File: config.mk
export PLATFORM = sky130hd
export DESIGN_NAME = l2_message_responder
export DESIGN_NICKNAME = d
export VERILOG_FILES = /design/src/rtl/l2_message_responder.sv
export SDC_FILE = /design/constraint.sdc
export NUM_CORES = 1
export LEC_CHECK = 0
export BUFFER_PORTS_ARGS = -buffer_cell sky130_fd_sc_hd__buf_2
export CORE_ASPECT_RATIO = 1.1
export CORE_MARGIN = 1.5
export CORE_UTILIZATION = 59
export DETAILED_ROUTE_END_ITERATION = 10
export PLACE_DENSITY = 0.92
export SYNTH_ARGS = -nofsm -noshare
export SYNTH_HDL_FRONTEND = slang
export SYNTH_SLANG_ARGS = --single-unit
File: constraint.sdc
create_clock -name clk -period 8.2 [get_ports clk]
set_input_delay 0.41 -clock clk [delete_from_list [all_inputs] [get_ports clk]]
set_output_delay 0.41 -clock clk [all_outputs]
set_load 0.1 [all_outputs]
File: src/rtl/l2_message_responder.sv
// L2-side endpoint of the L1->L2 message interface: FIFO, latency FSM, one response per message.
// Optional per-command completion counters are built when L2RESP_STATS_EN is defined.
module l2_message_responder #(
    parameter int FIFO_DEPTH = 4,
    parameter int READ_LAT   = 4,
    parameter int WRITE_LAT  = 2
) (
    input  logic        clk,
    input  logic        rst,
    input  logic        msg_valid,
    input  logic [61:0] L2message,
    output logic        msg_ready,
    output logic        resp_valid,
    input  logic        resp_ready,
    output logic [1:0]  resp_cmd,
    output logic [59:0] resp_addr,
    output logic [1:0]  resp_result,
    output logic        processing,
    output logic [31:0] rd_count,
    output logic [31:0] rdown_count,
    output logic [31:0] wr_count,
    output logic [31:0] rtn_count
);

    localparam int PTR_W   = (FIFO_DEPTH > 1) ? $clog2(FIFO_DEPTH) : 1;
    localparam int CNT_W   = PTR_W + 1;
    localparam int MAX_LAT = (READ_LAT > WRITE_LAT) ? READ_LAT : WRITE_LAT;
    localparam int LAT_W   = $clog2(MAX_LAT + 1);

    typedef enum logic [1:0] {IDLE, WAIT, RESP} state_t;

    state_t             state;
    logic [LAT_W-1:0]   lat_cnt;
    logic [61:0]        mem [FIFO_DEPTH];
    logic [PTR_W-1:0]   wr_ptr;
    logic [PTR_W-1:0]   rd_ptr;
    logic [CNT_W-1:0]   fifo_cnt;
    logic [61:0]        head;
    logic               full;
    logic               push;
    logic               pop;
    logic               resp_done;

    function automatic logic [31:0] sat_inc(input logic [31:0] v);
        return (v == 32'hFFFF_FFFF) ? v : v + 32'd1;
    endfunction

    assign full       = (fifo_cnt == CNT_W'(FIFO_DEPTH));
    assign msg_ready  = !full;
    assign push       = msg_valid && msg_ready;
    assign pop        = (state == IDLE) && (fifo_cnt != '0);
    assign head       = mem[rd_ptr];
    assign processing = (state != IDLE) || (fifo_cnt != '0);
    assign resp_done  = (state == RESP) && resp_valid && resp_ready;

    // Message storage is data only; occupancy is tracked by pointers and count.
    always_ff @(posedge clk) begin
        if (push)
            mem[wr_ptr] <= L2message;
    end

    always_ff @(posedge clk) begin
        if (rst) begin
            wr_ptr   <= '0;
            rd_ptr   <= '0;
            fifo_cnt <= '0;
        end else begin
            if (push)
                wr_ptr <= wr_ptr + PTR_W'(1);
            if (pop)
                rd_ptr <= rd_ptr + PTR_W'(1);
            case ({push, pop})
                2'b10:   fifo_cnt <= fifo_cnt + CNT_W'(1);
                2'b01:   fifo_cnt <= fifo_cnt - CNT_W'(1);
                default: fifo_cnt <= fifo_cnt;
            endcase
        end
    end

    always_ff @(posedge clk) begin
        if (rst) begin
            state       <= IDLE;
            lat_cnt     <= '0;
            resp_valid  <= 1'b0;
            resp_cmd    <= 2'd0;
            resp_addr   <= 60'd0;
            resp_result <= 2'd0;
        end else begin
            case (state)
                IDLE: begin
                    if (fifo_cnt != '0) begin
                        resp_cmd    <= head[1:0];
                        resp_addr   <= head[61:2];
                        resp_result <= head[1] ? 2'd1 : 2'd0;
                        lat_cnt     <= head[1] ? LAT_W'(READ_LAT) : LAT_W'(WRITE_LAT);
                        state       <= WAIT;
                    end
                end
                WAIT: begin
                    lat_cnt <= lat_cnt - LAT_W'(1);
                    if (lat_cnt == LAT_W'(1)) begin
                        resp_valid <= 1'b1;
                        state      <= RESP;
                    end
                end
                RESP: begin
                    if (resp_ready) begin
                        resp_valid <= 1'b0;
                        state      <= IDLE;
                    end
                end
                default: state <= IDLE;
            endcase
        end
    end

`ifdef L2RESP_STATS_EN
    always_ff @(posedge clk) begin
        if (rst) begin
            rd_count    <= 32'd0;
            rdown_count <= 32'd0;
            wr_count    <= 32'd0;
            rtn_count   <= 32'd0;
        end else if (resp_done) begin
            case (resp_cmd)
                2'd0:    rtn_count   <= sat_inc(rtn_count);
                2'd1:    wr_count    <= sat_inc(wr_count);
                2'd2:    rd_count    <= sat_inc(rd_count);
                default: rdown_count <= sat_inc(rdown_count);
            endcase
        end
    end
`else
    assign rd_count    = 32'd0;
    assign rdown_count = 32'd0;
    assign wr_count    = 32'd0;
    assign rtn_count   = 32'd0;

    logic unused_stats;
    assign unused_stats = resp_done ^ (|sat_inc(32'd0));
`endif

endmodule

# Word-level counts from Yosys, hierarchy flattened
# Memory sizes are Yosys's and may differ from the RTL's. A register that Yosys moved wholly into a read port is not among the register bits.
# Index checks and enable logic that the tools add are counted.
[totals]
mem_bits_rw = 248
ff_bits = 77
n_memories = 1
[memory_table]
columns = ["memory", "depth", "word_bits", "read_ports", "rd_clocked_by_memory_dff", "write_ports", "line", "source"]
rows = [
  ["mem", 4, 62, 1, 1, 1, "34", "logic [61:0] mem [FIFO_DEPTH];"],
]
[op_classes]
addsub = 5
reduce_logical = 14
muxes = 16
n_eq_ne = 9
[op_table]
columns = ["cell", "n"]
rows = [
  ["3-bit one-hot mux with 2 select lines", 2],
  ["2-bit two-way mux", 5],
  ["2-bit nonzero test", 4],
  ["3-bit two-way mux", 2],
  ["2-bit one-hot mux with 3 select lines", 1],
  ["3-bit AND reduction", 2],
  ["3-bit by 1-bit subtractor with 3-bit output (second input constant)", 2],
  ["1-bit two-way mux", 5],
  ["2-bit by 1-bit adder with 2-bit output (second input constant)", 2],
  ["2-bit by 1-bit equality test with 1-bit output (second input constant)", 2],
  ["2-bit equality test (second input constant)", 2],
  ["2-bit != test (second input constant)", 2],
  ["2-bit AND reduction", 2],
  ["3-bit by 1-bit adder with 3-bit output (second input constant)", 1],
  ["3-bit by 1-bit equality test with 1-bit output (second input constant)", 1],
  ["3-bit equality test (second input constant)", 1],
  ["3-bit nonzero test", 1],
  ["1-bit logical AND", 2],
  ["2-bit logical NOT", 1],
  ["2-bit by 1-bit != test with 1-bit output (second input constant)", 1],
  ["1-bit one-hot mux with 2 select lines", 1],
  ["1-bit logical NOT", 1],
  ["1-bit logical OR", 1],
]

# Longest topological paths before layout
# Gate-level depths: netlist of the first run.
[depth]
ltp_word = 5
depth_mapped = 8

# Worst setup path after synthesis of the first run
# No wires, ideal clock.
[synth_path]
kind = "register to register"
startpoint = "register fifo_cnt[0]"
endpoint = "memory mem[1][0], enable pin"
stages_incl_launch_ff = 4
required_ns = 7.773
arrival_ns = 3.182
setup_slack_ns = 4.591
period_less_slack_ns = 3.609
path_cell_list = "dfxtp_1 -> or3b_2 -> clkbuf_1 -> and3_1"
[synth_between]
elab_chain_cells = 5
[synth_lines]
columns = ["item", "line", "source"]
rows = [
  ["from (decl)", "37", "logic [CNT_W-1:0] fifo_cnt;"],
  ["from (signal assigned)", "73", "2'b10: fifo_cnt <= fifo_cnt + CNT_W'(1);"],
  ["from (signal assigned)", "74", "2'b01: fifo_cnt <= fifo_cnt - CNT_W'(1);"],
  ["from (signal assigned)", "75", "default: fifo_cnt <= fifo_cnt;"],
  ["3-bit equality test", "48", "assign full = (fifo_cnt == CNT_W'(FIFO_DEPTH));"],
  ["1-bit logical NOT", "49", "assign msg_ready = !full;"],
  ["named net msg_ready", "12", "output logic msg_ready,"],
  ["1-bit logical AND", "50", "assign push = msg_valid && msg_ready;"],
  ["1-bit two-way mux", "58", "if (push)"],
  ["1-bit two-way mux (implied by the code)", "59", "mem[wr_ptr] <= L2message;"],
  ["to (decl)", "34", ""],
]
# The timed path passes the listed nets, and every way through them passes these cells.

# Worst setup path in the final report of the first run
[layout_path]
startpoint = "register fifo_cnt[0]"
endpoint = "register resp_addr[20]"
[layout_between]
elab_chain_cells = 2
[layout_lines]
columns = ["item", "line", "source"]
rows = [
  ["3-bit nonzero test", "91", "if (fifo_cnt != '0) begin"],
  ["2-bit AND reduction (no source line)", "-", ""],
  ["to (signal assigned)", "93", "resp_addr <= head[61:2];"],
  ["to (decl)", "16", "output logic [59:0] resp_addr,"],
]
# No other way between the ends.
# A chain may end at the register's enable or synchronous reset.

==> results.sh, run 1 <==
export IMPL_yosys_warnings=0
export IMPL_synth_edf_count=248
export IMPL_dp_cells=1074
export IMPL_viasPerCell=5.307
export IMPL_fillers=1374
export IMPL_syn_area_um2=12780
export IMPL_synth_top_area_share_pct=58.27
export IMPL_hp_class="in2reg"
export IMPL_ys_seq_area_share_pct=70.33
export IMPL_drc=0
export IMPL_p_sw_share_pct=42.04
export IMPL_drt_iter0_markers=418
export IMPL_switching_power_mw=2.382
export IMPL_gr_total_overflow=0
export IMPL_grt_start_max_net_pins=64
export IMPL_async_flop_share_pct=0
export IMPL_clock_skew_ps=6.696
export IMPL_finalHoldViolations=0
export IMPL_p_leak_nw=5.214
export IMPL_clk_pin_slew_ps=60
export IMPL_grt_pass1_wl_um=32600
export IMPL_chipWidth_um=143.3
export IMPL_ctsHoldBuffers=0
export IMPL_synth_area_leaders="edfxtp_1, dfxtp_1, mux4_2"
export IMPL_io_pins=261
export IMPL_avgSynthCellArea_um2=18.66
export IMPL_syn_to_final_growth_pct=9.985
export IMPL_required_ps=8680
export IMPL_cellPowerDensity_nw_per_um2=403.1
export IMPL_drive_above_1_share_pct=34.40
export IMPL_clock_latency_ps=540
export IMPL_antenna_found_initial=2
export IMPL_outcome="finished, final reports clean"
export IMPL_cts_resized=0
export IMPL_ys_types=45
export IMPL_die_area_um2=22560
export IMPL_syn_inst=685
export IMPL_layout_nets=890
export IMPL_maxSlewHeadroom_pct=33.09
export IMPL_fmax_ghz=0.3895
export IMPL_ant_nets=0
export IMPL_synth_most_common_cell="edfxtp_1"
export IMPL_setup_viol=0
export IMPL_vias=6008
export IMPL_cp_end_kind="flop"
export IMPL_rsz0062_at_grt="false"
export IMPL_die_y_um=157.4
export IMPL_crit_type="reg2reg"
export IMPL_worst_slew_pin_slew_ps=1004
export IMPL_final_seq_area_um2=8996
export IMPL_synthFlopType="edfxtp_1"
export IMPL_critPathArrivalTime_ps=3050
export IMPL_root_buffer="clkbuf_16"
export IMPL_synth_seq_cells=325
export IMPL_multiInputGateArea_um2=3023
export IMPL_p_seq_share_pct=39.1
export IMPL_irDropWorstVdd_uv=316.8
export IMPL_comb_power_share_pct=37.3
export IMPL_path_max_fanout=34
export IMPL_start_util_pct=60.00
export IMPL_core_um2=21300
export IMPL_maxCapViolCount=0
export IMPL_synth_top_area_cell="edfxtp_1"
export IMPL_tritoncts="built"
export IMPL_grt_pass1_vias=5954
export IMPL_finalNonFillerCells=1132
export IMPL_row_count=56
export IMPL_hpwl_um=12260
export IMPL_final_util_pct=66.00
export IMPL_htreeDepth=1
export IMPL_post_cts_buffers=0
export IMPL_portBuffers=131
export IMPL_fin_crit_ps=2568
export IMPL_fin_crit_sh_pct=31.31
export IMPL_cts_buffer_depth=3
export IMPL_slew_viol_final=0
export IMPL_fin_setup_tns_ps=0
export IMPL_cts_sinks=325
export IMPL_power_frac_clock_pct=23.6
export IMPL_synth_common_cells="edfxtp_1, buf_4, dfxtp_1"
export IMPL_cts_buffers=30
export IMPL_grt_total_usage_pct=19.30
export IMPL_place_gp_congestion=0.6771
export IMPL_wire_per_inst_um=19.22
export IMPL_firstDrtPassIters=4
export IMPL_worst_setup_path_start_kind="flop"
export IMPL_wl_um=21760
export IMPL_internal_power_mw=3.284
-- logic make-up (layout without fill, tap and decap cells) --
| kind of cell | Yosys count | in the layout | share of synthesized area, % |
|---|---|---|---|
| DFF | 325 | 325 | 70.33 |
| buffers and inverters | 170 | 197 | 9.936 |
| AOI/OAI and AO/OA | 85 | 85 | 6.021 |
| muxes | 63 | 63 | 11.27 |
| and+or+nand+nor | 31 | 31 | 1.439 |
| adders and majority gates | 8 | 8 | 0.8419 |
| xor gates and xnor gates | 2 | 2 | 0.1371 |
| other | 1 | 131 | 0.02934 |
-- state kept, by name, indices dropped and copies added, names as in the netlist, named ones only --
| name | cells |
|---|---|
| fifo_cnt | 3 |
| lat_cnt | 3 |
| mem | 248 |
| rd_ptr | 2 |
| resp_addr | 60 |
| resp_cmd | 2 |
| resp_valid | 1 |
| state | 2 |
| wr_ptr | 2 |
-- path summary, 6_finish.rpt --
| check | cells past startpoint | to | slack, ps | from |
|---|---|---|---|---|
| setup / recovery | 4 | resp_addr[20] | 5630 | fifo_cnt[0] |
| hold / removal | 1 | mem[3][4] | 80 | L2message[4] |
| setup reg to reg | 4 | resp_addr[20] | 5630 | fifo_cnt[0] |
| hold reg to reg | 2 | resp_valid | 470 | resp_valid |
-- worst max-delay path, cell delays in order, from the launching register on --
cell,delay [ps]
dfxtp_1,360
or3_1,550
a21oi_4,810
buf_4,540
a22o_2,230
-- layout by cell type, fill, tap and decap left out, types with 5 or more instances in the layout --
master	Yosys	final
a21oi_1	9	9
a22o_1	15	15
a22o_2	47	47
buf_2	5	131
clkbuf_1	11	6
clkbuf_16	0	31
clkinv_1	0	7
conb_1	1	129
dfxtp_1	77	75
edfxtp_1	248	248
ha_1	7	7
inv_1	7	7
mux4_1	9	9
mux4_2	53	53
nand2_1	5	5
nor2_1	6	6
-- layout make-up --
cell class | count | area share [%]
clock inverters | 17 | 0.9969
flip-flops and latches | 325 | 64.00
well taps | 290 | 2.581
repair buffers | 134 | 4.824
multi-input cells | 318 | 21.50
diodes | 2 | 0.03560
inverters | 7 | 0.1869
clock buffers | 39 | 5.875
-- stage by stage --
step,setup WS (ps),hold slack (ps),area (µm²),power (mW)
after floorplan,4591,474.2,13260,4.124
after global placement,5670,452.3,13090,4.334
after detailed placement,5639,460.1,13090,4.370
after CTS,5616,62.14,14050,5.711
after global routing,5473,71.69,14050,5.871
final,5632,82.89,14060,5.667
-- layer usage --
metal | track usage (%) | share of wire (%) | vias up
met1 | 24.05 | 39 | 3020
li1 | - | - | 2690
met4 | 6.463 | 2.7 | 2
met2 | 34.02 | 52 | 254
met5 | 0 | 0.060 | -
met3 | 3.742 | 6.4 | 42
-- power by group through the flow --
stage | clock network (mW) | registers [mW] | logic (mW)
after floorplan | 0 | 3.05 | 1.07
after CTS | 1.36 | 2.22 | 2.13
after global placement | 0 | 2.24 | 2.09
final | 1.34 | 2.22 | 2.11
after detailed placement | 0 | 2.25 | 2.12
after global routing | 1.42 | 2.25 | 2.20
Power figures use the tool's default switching activity.
==> run 2, diff against run 1 <==
- CORE_UTILIZATION: 59 -> 49
- PLACE_DENSITY: 0.92 -> 0.82
- clock period: 8.2 -> 2.3 ns (I/O delays scaled with it)
==> results.sh, run 2 (synthesis gave the netlist of run 1 again) <==
export IMPL_row_count=61
export IMPL_r2r_slack_ps=310
export IMPL_chipWidth_um=157.0
export IMPL_clock_skew_ps=30.29
export IMPL_die_area_um2=27060
export IMPL_gr_total_overflow=0
export IMPL_required_ps=2180
export IMPL_setup_viol=0
export IMPL_fin_crit_sh_pct=88.48
export IMPL_cts_sinks=325
export IMPL_drt_iter0_markers=372
export IMPL_grt_pass1_vias=6311
export IMPL_irDropWorstVdd_uv=1303
export IMPL_cellPowerDensity_nw_per_um2=1381
export IMPL_viasPerCell=5.031
export IMPL_grt_pass1_wl_um=35230
export IMPL_clk_pin_slew_ps=60
export IMPL_cts_resized=0
export IMPL_cts_buffers=31
export IMPL_critical_path_top_delay_family="simple AND/OR/NAND/NOR gates"
export IMPL_wl_um=23390
export IMPL_outcome="finished, final reports clean"
export IMPL_top_register="mem"
export IMPL_drc=0
export IMPL_reg_largest_list="mem x248, resp_addr x60"
export IMPL_p_sw_share_pct=41.51
export IMPL_internal_power_mw=12.23
export IMPL_final_cell_mix="edfxtp_1, buf_2, conb_1"
export IMPL_finalHoldViolations=0
export IMPL_tritoncts="built"
export IMPL_path_max_fanout=9
export IMPL_vias=6389
export IMPL_ant_nets=0
export IMPL_critPathArrivalTime_ps=1920
export IMPL_multiInputGateArea_um2=3023
export IMPL_comb_power_share_pct=38.7
export IMPL_crit_chain="or3b_2 > buf_4 > buf_2"
export IMPL_drive_above_1_share_pct=33.80
export IMPL_portBuffers=131
export IMPL_largest_reg_flops=248
export IMPL_io_pins=261
export IMPL_crit_buf_inv=2
export IMPL_syn_to_final_growth_pct=18.45
export IMPL_rsz0062_at_grt="false"
export IMPL_layout_nets=973
export IMPL_place_gp_congestion=0.7463
export IMPL_fin_crit_ps=2035
export IMPL_slew_viol_final=0
export IMPL_hp_class="in2reg"
export IMPL_root_buffer="clkbuf_16"
export IMPL_power_frac_clock_pct=24.7
export IMPL_clock_latency_ps=560
export IMPL_cts_buffer_depth=3
export IMPL_core_um2=25490
export IMPL_fillers=1821
export IMPL_die_y_um=172.4
export IMPL_hpwl_um=14590
export IMPL_fin_setup_tns_ps=0
export IMPL_grt_total_usage_pct=17.19
export IMPL_max_stage_delay_ps=510
export IMPL_post_route_cell_area_um2=15140
export IMPL_firstDrtPassIters=4
export IMPL_p_leak_nw=5.663
export IMPL_antenna_found_initial=1
export IMPL_start_util_pct=50.14
export IMPL_final_common_cell="edfxtp_1"
export IMPL_p_seq_share_pct=36.7
export IMPL_final_seq_area_um2=8996
export IMPL_post_cts_buffers=0
export IMPL_wire_per_inst_um=18.41
export IMPL_fmax_ghz=0.4914
export IMPL_crit_type="reg2out"
export IMPL_worst_slew_pin_slew_ps=528.8
export IMPL_switching_power_mw=8.678
export IMPL_maxCapViolCount=0
export IMPL_crit_slowest_cell="or3b_2"
export IMPL_dpl_cell_area_um2=13410
export IMPL_worst_setup_path_start_kind="flop"
export IMPL_grt_start_max_net_pins=37
export IMPL_cp_end_kind="primary output"
export IMPL_maxSlewHeadroom_pct=64.99
export IMPL_htreeDepth=1
==> run 2: worst reg2reg max path, delay by kind of cell, from the launching register on <==
kind / cells / cell delay, ps
simple gates: 3 / 660
flops: 1 / 360
xor+xnor: 1 / 150
fa+ha+maj: 2 / 620
compound gates: 1 / 130
==> run 2: area by class of cell <==
cell class	count	share of cell area, %
clock buffers	40	6.041
multi-input cells	318	19.97
well taps	346	2.860
repair buffers	216	10.55
inverters	7	0.1736
clock inverters	17	0.9752
flip-flops and latches	325	59.42
diodes	1	0.01653
==> run 2: power groups by stage <==
stage	clock network [mW]	registers [mW]	logic [mW]
2_1_floorplan	0	10.9	3.83
3_3_place_gp	0	7.74	7.95
3_5_place_dp	0	7.77	8.03
4_1_cts	5.25	7.66	8.14
5_1_grt	5.47	7.75	8.43
6_report	5.15	7.67	8.08
==> run 2: metrics by stage <==
stage	setup slack, ps	power, mW	util [%]	std cells	hold slack (ps)
2_1_floorplan	90.68	14.69	-	813	213.9
3_3_place_gp	335.4	15.68	52.62	1146	326.7
3_5_place_dp	319.1	15.80	52.62	1146	333.8
4_1_cts	247.2	21.05	59.38	1269	288.0
5_1_grt	155.7	21.65	59.38	1269	304.6
6_report	265.0	20.90	59.39	1270	314.7
==> run 2: final timing paths <==
| path | startpoint | endpoint | cells after the start |
|---|---|---|---|
| max | fifo_cnt[0] | msg_ready | 3 |
| min | L2message[5] | mem[0][5] | 2 |
| max reg2reg | fifo_cnt[0] | fifo_cnt[2] | 7 |
| min reg2reg | resp_addr[6] | resp_addr[6] | 1 |
==> run 2: metal layers <==
metal  routed length (µm)  up-vias  track usage, %
li1                     -     2861               -
met1                 9341     3215           21.87
met2                12090      274           30.26
met3                 1430       39           2.982
met4                  522        0           5.093
met5                    0        -               0
==> run 2: what timing repair did <==
| action | 4_1_cts | 5_1_grt |
|---|---|---|
| setup endpoints to repair | 0 | 0 |
| hold endpoints to repair | 259 | 0 |
| hold buffers | 66 | 0 |
